<file path="src/rtl/dmem_bus_arbiter_if.sv">
// rtl/dmem_bus_arbiter_if.sv - requester and bus signal bundle for dmem_bus_arbiter
interface dmem_bus_arbiter_if;
  logic        p0_req_i;
  logic [31:0] p0_addr_i;
  logic [31:0] p0_wdata_i;
  logic        p0_wen_i;
  logic [3:0]  p0_strb_i;
  logic        p0_done_o;
  logic [31:0] p0_rdata_o;
  logic        p0_err_o;

  logic        p1_req_i;
  logic [31:0] p1_addr_i;
  logic [31:0] p1_wdata_i;
  logic        p1_wen_i;
  logic [3:0]  p1_strb_i;
  logic        p1_done_o;
  logic [31:0] p1_rdata_o;
  logic        p1_err_o;

  logic        bus_valid_o;
  logic [31:0] bus_addr_o;
  logic [31:0] bus_wdata_o;
  logic        bus_wen_o;
  logic [3:0]  bus_strb_o;
  logic        bus_ready_i;
  logic [31:0] bus_rdata_i;

  logic [1:0]  grant_o;
  logic        busy_o;

  // The arbiter is the slave of both requesters and drives the shared bus.
  modport slave (
    input  p0_req_i, p0_addr_i, p0_wdata_i, p0_wen_i, p0_strb_i,
    output p0_done_o, p0_rdata_o, p0_err_o,
    input  p1_req_i, p1_addr_i, p1_wdata_i, p1_wen_i, p1_strb_i,
    output p1_done_o, p1_rdata_o, p1_err_o,
    output bus_valid_o, bus_addr_o, bus_wdata_o, bus_wen_o, bus_strb_o,
    input  bus_ready_i, bus_rdata_i,
    output grant_o, busy_o
  );

  modport master (
    output p0_req_i, p0_addr_i, p0_wdata_i, p0_wen_i, p0_strb_i,
    input  p0_done_o, p0_rdata_o, p0_err_o,
    output p1_req_i, p1_addr_i, p1_wdata_i, p1_wen_i, p1_strb_i,
    input  p1_done_o, p1_rdata_o, p1_err_o,
    input  bus_valid_o, bus_addr_o, bus_wdata_o, bus_wen_o, bus_strb_o,
    output bus_ready_i, bus_rdata_i,
    input  grant_o, busy_o
  );
endinterface

</file>
<file path="src/rtl/dmem_bus_arbiter.sv">
// rtl/dmem_bus_arbiter.sv - round-robin two-port arbiter for a single-outstanding bus
// Optional bus timeout enabled by defining DMEM_ARB_TIMEOUT_EN.
module dmem_bus_arbiter #(
  parameter int TIMEOUT_CYCLES = 255
) (
  input logic               clk_i,
  input logic               rst_i,
  dmem_bus_arbiter_if.slave bus
);

  localparam logic [1:0] S_IDLE  = 2'd0;
  localparam logic [1:0] S_ISSUE = 2'd1;
  localparam logic [1:0] S_WAIT  = 2'd2;
  localparam logic [1:0] S_DONE  = 2'd3;

  if (TIMEOUT_CYCLES < 2) begin : g_bad_timeout
    $error("TIMEOUT_CYCLES must be at least 2");
  end

  logic [1:0]  state;
  logic        last_grant;
  logic [1:0]  grant_r;
  logic        busy_r;
  logic        valid_r;
  logic [31:0] addr_r;
  logic [31:0] wdata_r;
  logic        wen_r;
  logic [3:0]  strb_r;
  logic [31:0] rdata_r;
  logic [1:0]  done_r;
  logic        pick1;
  logic        in_flight;
  logic        expired;

  // Port 1 wins when it is alone, or when both ask and port 0 was served last.
  always_comb begin
    pick1 = 1'b0;
    if (bus.p1_req_i && (!bus.p0_req_i || !last_grant))
      pick1 = 1'b1;
  end

  assign in_flight = (state == S_ISSUE) || (state == S_WAIT);

`ifdef DMEM_ARB_TIMEOUT_EN
  localparam int CW = $clog2(TIMEOUT_CYCLES + 1);
  logic [CW-1:0] cnt;
  logic [1:0]    err_r;

  assign expired = (cnt == CW'(TIMEOUT_CYCLES - 1));

  always_ff @(posedge clk_i or posedge rst_i) begin
    if (rst_i) begin
      cnt   <= '0;
      err_r <= 2'b00;
    end else begin
      if (state == S_IDLE)
        cnt <= '0;
      else if (in_flight && !bus.bus_ready_i)
        cnt <= cnt + 1'b1;
      err_r <= (in_flight && !bus.bus_ready_i && expired) ? grant_r : 2'b00;
    end
  end

  assign bus.p0_err_o = err_r[0];
  assign bus.p1_err_o = err_r[1];
`else
  assign expired      = 1'b0;
  assign bus.p0_err_o = 1'b0;
  assign bus.p1_err_o = 1'b0;
`endif

  always_ff @(posedge clk_i or posedge rst_i) begin
    if (rst_i) begin
      state      <= S_IDLE;
      last_grant <= 1'b1;
      grant_r    <= 2'b00;
      busy_r     <= 1'b0;
      valid_r    <= 1'b0;
      addr_r     <= '0;
      wdata_r    <= '0;
      wen_r      <= 1'b0;
      strb_r     <= '0;
      rdata_r    <= '0;
      done_r     <= 2'b00;
    end else begin
      case (state)
        S_IDLE: begin
          if (bus.p0_req_i || bus.p1_req_i) begin
            state      <= S_ISSUE;
            busy_r     <= 1'b1;
            valid_r    <= 1'b1;
            grant_r    <= pick1 ? 2'b10 : 2'b01;
            last_grant <= pick1;
            addr_r     <= pick1 ? bus.p1_addr_i  : bus.p0_addr_i;
            wdata_r    <= pick1 ? bus.p1_wdata_i : bus.p0_wdata_i;
            wen_r      <= pick1 ? bus.p1_wen_i   : bus.p0_wen_i;
            strb_r     <= pick1 ? bus.p1_strb_i  : bus.p0_strb_i;
          end
        end
        S_ISSUE, S_WAIT: begin
          valid_r <= 1'b0;
          if (bus.bus_ready_i) begin
            state   <= S_DONE;
            rdata_r <= bus.bus_rdata_i;
            done_r  <= grant_r;
          end else if (expired) begin
            state   <= S_DONE;
            rdata_r <= '0;
            done_r  <= grant_r;
          end else begin
            state <= S_WAIT;
          end
        end
        default: begin
          state   <= S_IDLE;
          busy_r  <= 1'b0;
          grant_r <= 2'b00;
          rdata_r <= '0;
          done_r  <= 2'b00;
        end
      endcase
    end
  end

  assign bus.p0_done_o  = done_r[0];
  assign bus.p1_done_o  = done_r[1];
  assign bus.p0_rdata_o = rdata_r;
  assign bus.p1_rdata_o = rdata_r;
  assign bus.bus_valid_o = valid_r;
  assign bus.bus_addr_o  = addr_r;
  assign bus.bus_wdata_o = wdata_r;
  assign bus.bus_wen_o   = wen_r;
  assign bus.bus_strb_o  = strb_r;
  assign bus.grant_o     = grant_r;
  assign bus.busy_o      = busy_r;

endmodule
</file>
<file path="src/flat_wrapper.sv">
// flat-port wrapper written by rule: the top's interface ports become plain ports
module dmem_bus_arbiter_flat 
#(
  parameter int TIMEOUT_CYCLES = 255
)
  (clk_i, rst_i, bus_p0_req_i, bus_p0_addr_i, bus_p0_wdata_i, bus_p0_wen_i, bus_p0_strb_i, bus_p0_done_o, bus_p0_rdata_o, bus_p0_err_o, bus_p1_req_i, bus_p1_addr_i, bus_p1_wdata_i, bus_p1_wen_i, bus_p1_strb_i, bus_p1_done_o, bus_p1_rdata_o, bus_p1_err_o, bus_bus_valid_o, bus_bus_addr_o, bus_bus_wdata_o, bus_bus_wen_o, bus_bus_strb_o, bus_bus_ready_i, bus_bus_rdata_i, bus_grant_o, bus_busy_o);
  dmem_bus_arbiter_if bus_i ();
  input logic clk_i;
  input logic rst_i;
  input wire logic [$bits(bus_i.p0_req_i)-1:0] bus_p0_req_i;
  input wire logic [$bits(bus_i.p0_addr_i)-1:0] bus_p0_addr_i;
  input wire logic [$bits(bus_i.p0_wdata_i)-1:0] bus_p0_wdata_i;
  input wire logic [$bits(bus_i.p0_wen_i)-1:0] bus_p0_wen_i;
  input wire logic [$bits(bus_i.p0_strb_i)-1:0] bus_p0_strb_i;
  output wire logic [$bits(bus_i.p0_done_o)-1:0] bus_p0_done_o;
  output wire logic [$bits(bus_i.p0_rdata_o)-1:0] bus_p0_rdata_o;
  output wire logic [$bits(bus_i.p0_err_o)-1:0] bus_p0_err_o;
  input wire logic [$bits(bus_i.p1_req_i)-1:0] bus_p1_req_i;
  input wire logic [$bits(bus_i.p1_addr_i)-1:0] bus_p1_addr_i;
  input wire logic [$bits(bus_i.p1_wdata_i)-1:0] bus_p1_wdata_i;
  input wire logic [$bits(bus_i.p1_wen_i)-1:0] bus_p1_wen_i;
  input wire logic [$bits(bus_i.p1_strb_i)-1:0] bus_p1_strb_i;
  output wire logic [$bits(bus_i.p1_done_o)-1:0] bus_p1_done_o;
  output wire logic [$bits(bus_i.p1_rdata_o)-1:0] bus_p1_rdata_o;
  output wire logic [$bits(bus_i.p1_err_o)-1:0] bus_p1_err_o;
  output wire logic [$bits(bus_i.bus_valid_o)-1:0] bus_bus_valid_o;
  output wire logic [$bits(bus_i.bus_addr_o)-1:0] bus_bus_addr_o;
  output wire logic [$bits(bus_i.bus_wdata_o)-1:0] bus_bus_wdata_o;
  output wire logic [$bits(bus_i.bus_wen_o)-1:0] bus_bus_wen_o;
  output wire logic [$bits(bus_i.bus_strb_o)-1:0] bus_bus_strb_o;
  input wire logic [$bits(bus_i.bus_ready_i)-1:0] bus_bus_ready_i;
  input wire logic [$bits(bus_i.bus_rdata_i)-1:0] bus_bus_rdata_i;
  output wire logic [$bits(bus_i.grant_o)-1:0] bus_grant_o;
  output wire logic [$bits(bus_i.busy_o)-1:0] bus_busy_o;
  assign bus_i.p0_req_i = bus_p0_req_i;
  assign bus_i.p0_addr_i = bus_p0_addr_i;
  assign bus_i.p0_wdata_i = bus_p0_wdata_i;
  assign bus_i.p0_wen_i = bus_p0_wen_i;
  assign bus_i.p0_strb_i = bus_p0_strb_i;
  assign bus_p0_done_o = bus_i.p0_done_o;
  assign bus_p0_rdata_o = bus_i.p0_rdata_o;
  assign bus_p0_err_o = bus_i.p0_err_o;
  assign bus_i.p1_req_i = bus_p1_req_i;
  assign bus_i.p1_addr_i = bus_p1_addr_i;
  assign bus_i.p1_wdata_i = bus_p1_wdata_i;
  assign bus_i.p1_wen_i = bus_p1_wen_i;
  assign bus_i.p1_strb_i = bus_p1_strb_i;
  assign bus_p1_done_o = bus_i.p1_done_o;
  assign bus_p1_rdata_o = bus_i.p1_rdata_o;
  assign bus_p1_err_o = bus_i.p1_err_o;
  assign bus_bus_valid_o = bus_i.bus_valid_o;
  assign bus_bus_addr_o = bus_i.bus_addr_o;
  assign bus_bus_wdata_o = bus_i.bus_wdata_o;
  assign bus_bus_wen_o = bus_i.bus_wen_o;
  assign bus_bus_strb_o = bus_i.bus_strb_o;
  assign bus_i.bus_ready_i = bus_bus_ready_i;
  assign bus_i.bus_rdata_i = bus_bus_rdata_i;
  assign bus_grant_o = bus_i.grant_o;
  assign bus_busy_o = bus_i.busy_o;
  dmem_bus_arbiter #(.TIMEOUT_CYCLES(TIMEOUT_CYCLES)) u_core (.clk_i(clk_i), .rst_i(rst_i), .bus(bus_i));
endmodule
</file>
<file path="config.mk">
export PLATFORM = sky130hd
export DESIGN_NAME = dmem_bus_arbiter_flat
export DESIGN_NICKNAME = d
export VERILOG_FILES = /design/src/rtl/dmem_bus_arbiter_if.sv /design/src/rtl/dmem_bus_arbiter.sv /design/src/flat_wrapper.sv
export SDC_FILE = /design/constraint.sdc
export NUM_CORES = 1
export LEC_CHECK = 0
export CAP_MARGIN = 20
export CORE_AREA = 2 2 121 123
export DETAILED_ROUTE_END_ITERATION = 7
export DIE_AREA = 0 0 123 125
export MAX_ROUTING_LAYER = met4
export PLACE_DENSITY = 0.87
export SLEW_MARGIN = 20
export SYNTH_ARGS = -nofsm -noshare
export SYNTH_HDL_FRONTEND = slang
export SYNTH_SLANG_ARGS = --single-unit
</file>
<file path="constraint.sdc">
create_clock -name clk_i -period 8.74 [get_ports clk_i]
set_input_delay 1.748 -clock clk_i [delete_from_list [all_inputs] [get_ports clk_i]]
set_output_delay 1.748 -clock clk_i [all_outputs]
set_load 0.02 [all_outputs]
</file>
==> results.md <==
Floorplanning:
- The height of the chip is 125 um.
- Measured along the x axis, the die boundary spans 123 um.
- For this configuration, the core starts out at a cell density of 0.347.
- The die covers 0.0154 mm^2.
- 316 I/O pins were placed.
- The floorplan has 44 rows.
- The core region is 0.0142 mm^2.

Routing:
- The number of search-and-repair iterations in the first detailed-routing pass is 5.
- In this run, the number of DRC markers left after iteration 0 of detailed routing was 294.
- The routed wire length is 16.2 mm.
- The total via count in the routed design is 4755.
- In the routed layout, each cell is associated on average with a via count of 4.89.
- The routed wirelength normalized by instance count is 16.7 um.
- The detail route stage leaves a number of antenna-violating nets equal to 0.
- After detailed routing, the number of remaining DRC violations is 0.

Run:
- The tool flagged a number of max-cap violations equal to 0.

Setup path:
- Together, buffers and inverters on the worst path number 2.
- The worst setup slack for register-to-register paths is 6.20 ns.
- The maximum fanout along the worst path is 81.
- In this run the critical register-to-register path is captured at u_core.bus.bus_wdata_o[17]$_DFFE_PP0P_.
- STA classifies the critical path endpoint as a flop.
- The reg-to-reg startpoint is u_core.state[0]$_DFFE_PP0P_.
- The critical path launch point type is an input pin.
- The critical path's largest stage delay is 0.69 ns.
- The cell with the largest stage delay on the worst path is sky130_fd_sc_hd__buf_4.
- The data required time at the worst endpoint is 9.00 ns.
- The category of the critical setup timing path is input pin to flop.
- The number of cells on the worst reg-to-reg path is 6.
- The signal on the critical path passes through clkdlybuf4s50_1 -> o21a_4 -> buf_4 -> nor2_1 -> a31oi_1.
- The data arrival at the endpoint of the critical path is 3.98 ns.
- In this design, the largest share of critical-path delay is due to buffers and inverters.

Finish:
- The number of antenna repair diodes is 0.
- At the end of the flow, the number of nets in the layout was 961.
- The count of filler cells inserted in the layout is 1194.
- The count of non-filler cells in the finished layout is 972.
- The post-synthesis to final-layout area growth is 65.7%.
- Of the cells placed in the final design, the portion with a size suffix greater than 1 is 0.0343.
- The final core utilization is 0.575.

Hold path:
- In this run the worst hold path is classified as flop to flop.
- The capture endpoint of the worst hold path is u_core.bus.busy_o$_DFFE_PP0P_.
- The hold-critical path depth is 1.
- The startpoint identified for the worst hold timing path is u_core.bus.busy_o$_DFFE_PP0P_.

Timing:
- Hold is met by 0.497 ns.
- The maximum achievable frequency is 269 MHz.
- The number of pins with negative max-slew slack in the final report is 0.
- Setup violations remaining at the end of the flow were counted as 0.
- Setup slack on the critical path of the routed design comes to 5.02 ns.
- Setup repair after global routing left no endpoint under its margin.
- In the finished design, the share of the clock period the worst path needs comes to 0.426.
- The final worst clock skew is 0.00972 ns.
- Measured against its own limit, the worst slew margin works out to 0.469.
- The minimum clock period is 3.72 ns.
- The transition time of the tightest slew-check pin is 0.797 ns.
- The count of endpoints failing hold in the final timing report is 0.
- Adding up every negative setup slack in the final design gives 0 ns.

Synth:
- The share of synthesized area in the top cell type comes to 0.553.
- Yosys printed 0 warnings.
- The most common cell in the synthesized netlist is sky130_fd_sc_hd__nand2_1.
- Counting flops with a built-in enable in the synthesized netlist gives 0.
- Counting every instance in the synthesized netlist gives 525.
- After synthesis, the netlist uses 25 different library cells.
- Sorting the synthesized cells by area gives the leading types as sky130_fd_sc_hd__dfrtp_1, sky130_fd_sc_hd__nand2_1, sky130_fd_sc_hd__a31oi_1.
- The post-synthesis cell type with the largest combined area is sky130_fd_sc_hd__dfrtp_1.
- The proportion of synthesized flip-flops having asynchronous set or reset is 1.00.
- The commonest cells after synthesis are sky130_fd_sc_hd__nand2_1, sky130_fd_sc_hd__dfrtp_1, sky130_fd_sc_hd__nor2_1.
- For this run, the register share of the synthesized area comes to 0.559.
- In this run, synthesis produced a sequential element count of 110.
- Averaged over all synthesized cells, the footprint is 9.39 um^2.
- The predominant post-synthesis flop cell is sky130_fd_sc_hd__dfrtp_1.
- The area of the mapped netlist is 0.00493 mm^2.

GRT:
- The number of antenna violations at the first check in global routing came to 0.
- Entering global routing, the biggest net connects 82 pins.
- The wire length of the first global-routing pass is 25.1 mm.
- In the global route stage, overall resource usage came out at 0.216.
- Summed over all layers, the global routing overflow is 0.
- The number of global-route vias before repair is 4802.

Place:
- The wire-length estimate of the detail-placed layout is 11.8 mm.
- Routability-driven placement finished with a final weighted congestion of 0.831.
- The count of buffers added on input and output ports is 313.
- The number of placed instances, taps included, is 956.
- OpenSTA, run right after detailed placement, puts the worst setup slack at 4.64 ns.

Clock tree:
- The total clock sinks is 110.
- Hold repair after CTS inserted 0 buffers.
- The clock root buffer is sky130_fd_sc_hd__clkbuf_16.
- Gates resized during post-CTS repair numbered 0.
- The number of clock buffers inserted by TritonCTS is 9.
- The clock reaches the later pin of the worst-skew pair after 0.34 ns.
- The clock transition at the registers of the reported paths is 0.07 ns.
- The H-tree generated during clock tree synthesis spans 3 levels.
- The post-CTS setup buffer count is 0.
- TritonCTS built the clock tree.
- In this run the deepest clock path goes through 2 buffers.

Outcome:
- The run finished with clean final reports.

Pwr:
- The analysis attributes to cell leakage a power of 0.00341 uW.
- Power spread over the standard cell area amounts to 340 mW/mm^2.
- The largest voltage drop on the vdd net is 0.154 mV.
worst register-to-register path, stage by stage (launching register included):
cell and delay, ns:
sky130_fd_sc_hd__dfrtp_1 0.39, sky130_fd_sc_hd__inv_1 0.10, sky130_fd_sc_hd__ha_1 0.38, sky130_fd_sc_hd__o21a_4 0.60, sky130_fd_sc_hd__buf_4 0.69, sky130_fd_sc_hd__nor2_1 0.14, sky130_fd_sc_hd__a31oi_1 0.15
worst max path at each step:
stage	start	endpoint	slack, ns	depth (start not counted)
2_1_floorplan	rst_i	u_core.bus.bus_addr_o[0]$_DFFE_PP0P_	4.09	1
3_5_place_dp	bus_p0_req_i	u_core.bus.bus_addr_o[1]$_DFFE_PP0P_	4.64	4
5_1_grt	bus_p0_req_i	u_core.bus.bus_addr_o[3]$_DFFE_PP0P_	4.81	5
4_1_cts	bus_p0_req_i	u_core.bus.bus_addr_o[1]$_DFFE_PP0P_	5.01	4
6_report	bus_p0_req_i	u_core.bus.bus_wdata_o[17]$_DFFE_PP0P_	5.02	5
3_3_place_gp	bus_p0_req_i	u_core.bus.bus_wdata_o[24]$_DFFE_PP0P_	4.72	5
cell usage in the layout (no fill, tap or decap), types with 2 or more instances in the layout:
master                            synthesis  layout
sky130_fd_sc_hd__a21oi_1                  5       5
sky130_fd_sc_hd__o21ai_1                  2       2
sky130_fd_sc_hd__clkinvlp_4               0       2
sky130_fd_sc_hd__clkbuf_1                 3       3
sky130_fd_sc_hd__a22o_1                  34      34
sky130_fd_sc_hd__nor2_1                  72      72
sky130_fd_sc_hd__clkbuf_16                0       9
sky130_fd_sc_hd__ha_1                     3       3
sky130_fd_sc_hd__clkdlybuf4s50_1          0     313
sky130_fd_sc_hd__inv_1                    5       4
sky130_fd_sc_hd__dfrtp_1                109     109
sky130_fd_sc_hd__o21ai_0                  2       2
sky130_fd_sc_hd__nand2_1                140     140
sky130_fd_sc_hd__buf_4                   36       5
sky130_fd_sc_hd__a31oi_1                 70      70
sky130_fd_sc_hd__conb_1                   1       2
cell type report:
| type | count | area [um^2] | share of cell area |
|---|---|---|---|
| clock inverter | 3 | 20.0 | 0.00245 |
| clock buffer | 13 | 250 | 0.0306 |
| timing repair buffer | 318 | 3170 | 0.388 |
| tap | 184 | 230 | 0.0282 |
| sequential | 110 | 2750 | 0.337 |
| inverter | 6 | 25.0 | 0.00306 |
| multi-input combinational | 338 | 1720 | 0.211 |
logic make-up after synthesis:
| logic type | Yosys count | synth area share |
|---|---|---|
| DFF | 110 | 0.559 |
| adders and majority gates | 3 | 0.00762 |
| other | 1 | 0.000761 |
| muxes | 1 | 0.00228 |
| and+or+nand+nor | 215 | 0.169 |
| buffers and inverters | 78 | 0.0964 |
| AOI/OAI and AO/OA | 117 | 0.166 |
state kept, by name, summed over array words and instances, names as in the netlist:
| name | cells |
|---|---|
| u_core.bus.bus_addr_o | 32 |
| u_core.bus.bus_strb_o | 4 |
| u_core.bus.bus_valid_o | 1 |
| u_core.bus.bus_wdata_o | 32 |
| u_core.bus.bus_wen_o | 1 |
| u_core.bus.busy_o | 1 |
| u_core.bus.grant_o | 2 |
| u_core.bus.p0_rdata_o | 32 |
| u_core.done_r | 2 |
| u_core.last_grant | 1 |
| u_core.state | 2 |
through the flow:
stage                     total power (uW)  instance area, um^2
final                                 2780                 8170
after global routing                  2950                 8170
after CTS                             2800                 8170
after detailed placement              2410                 7900
after global placement                2370                 7900
after floorplan                       1740                 4930
where the power goes:
part / internal [uW] / total (uW) / switching [uW] / leakage, uW
combinational: 696 / 1510 / 818 / 0.00198
sequential: 737 / 879 / 143 / 0.00131
clock: 201 / 383 / 182 / 0.000126
metal layers:
layer  up-vias  track usage  share of wire
met5         -            -              0
met4         0       0.0789          0.023
met3        25       0.0520          0.093
met2       250        0.366           0.50
met1      2222        0.248           0.39
li1       2258            -              -
No activity file was read; power rests on OpenSTA's default activity.
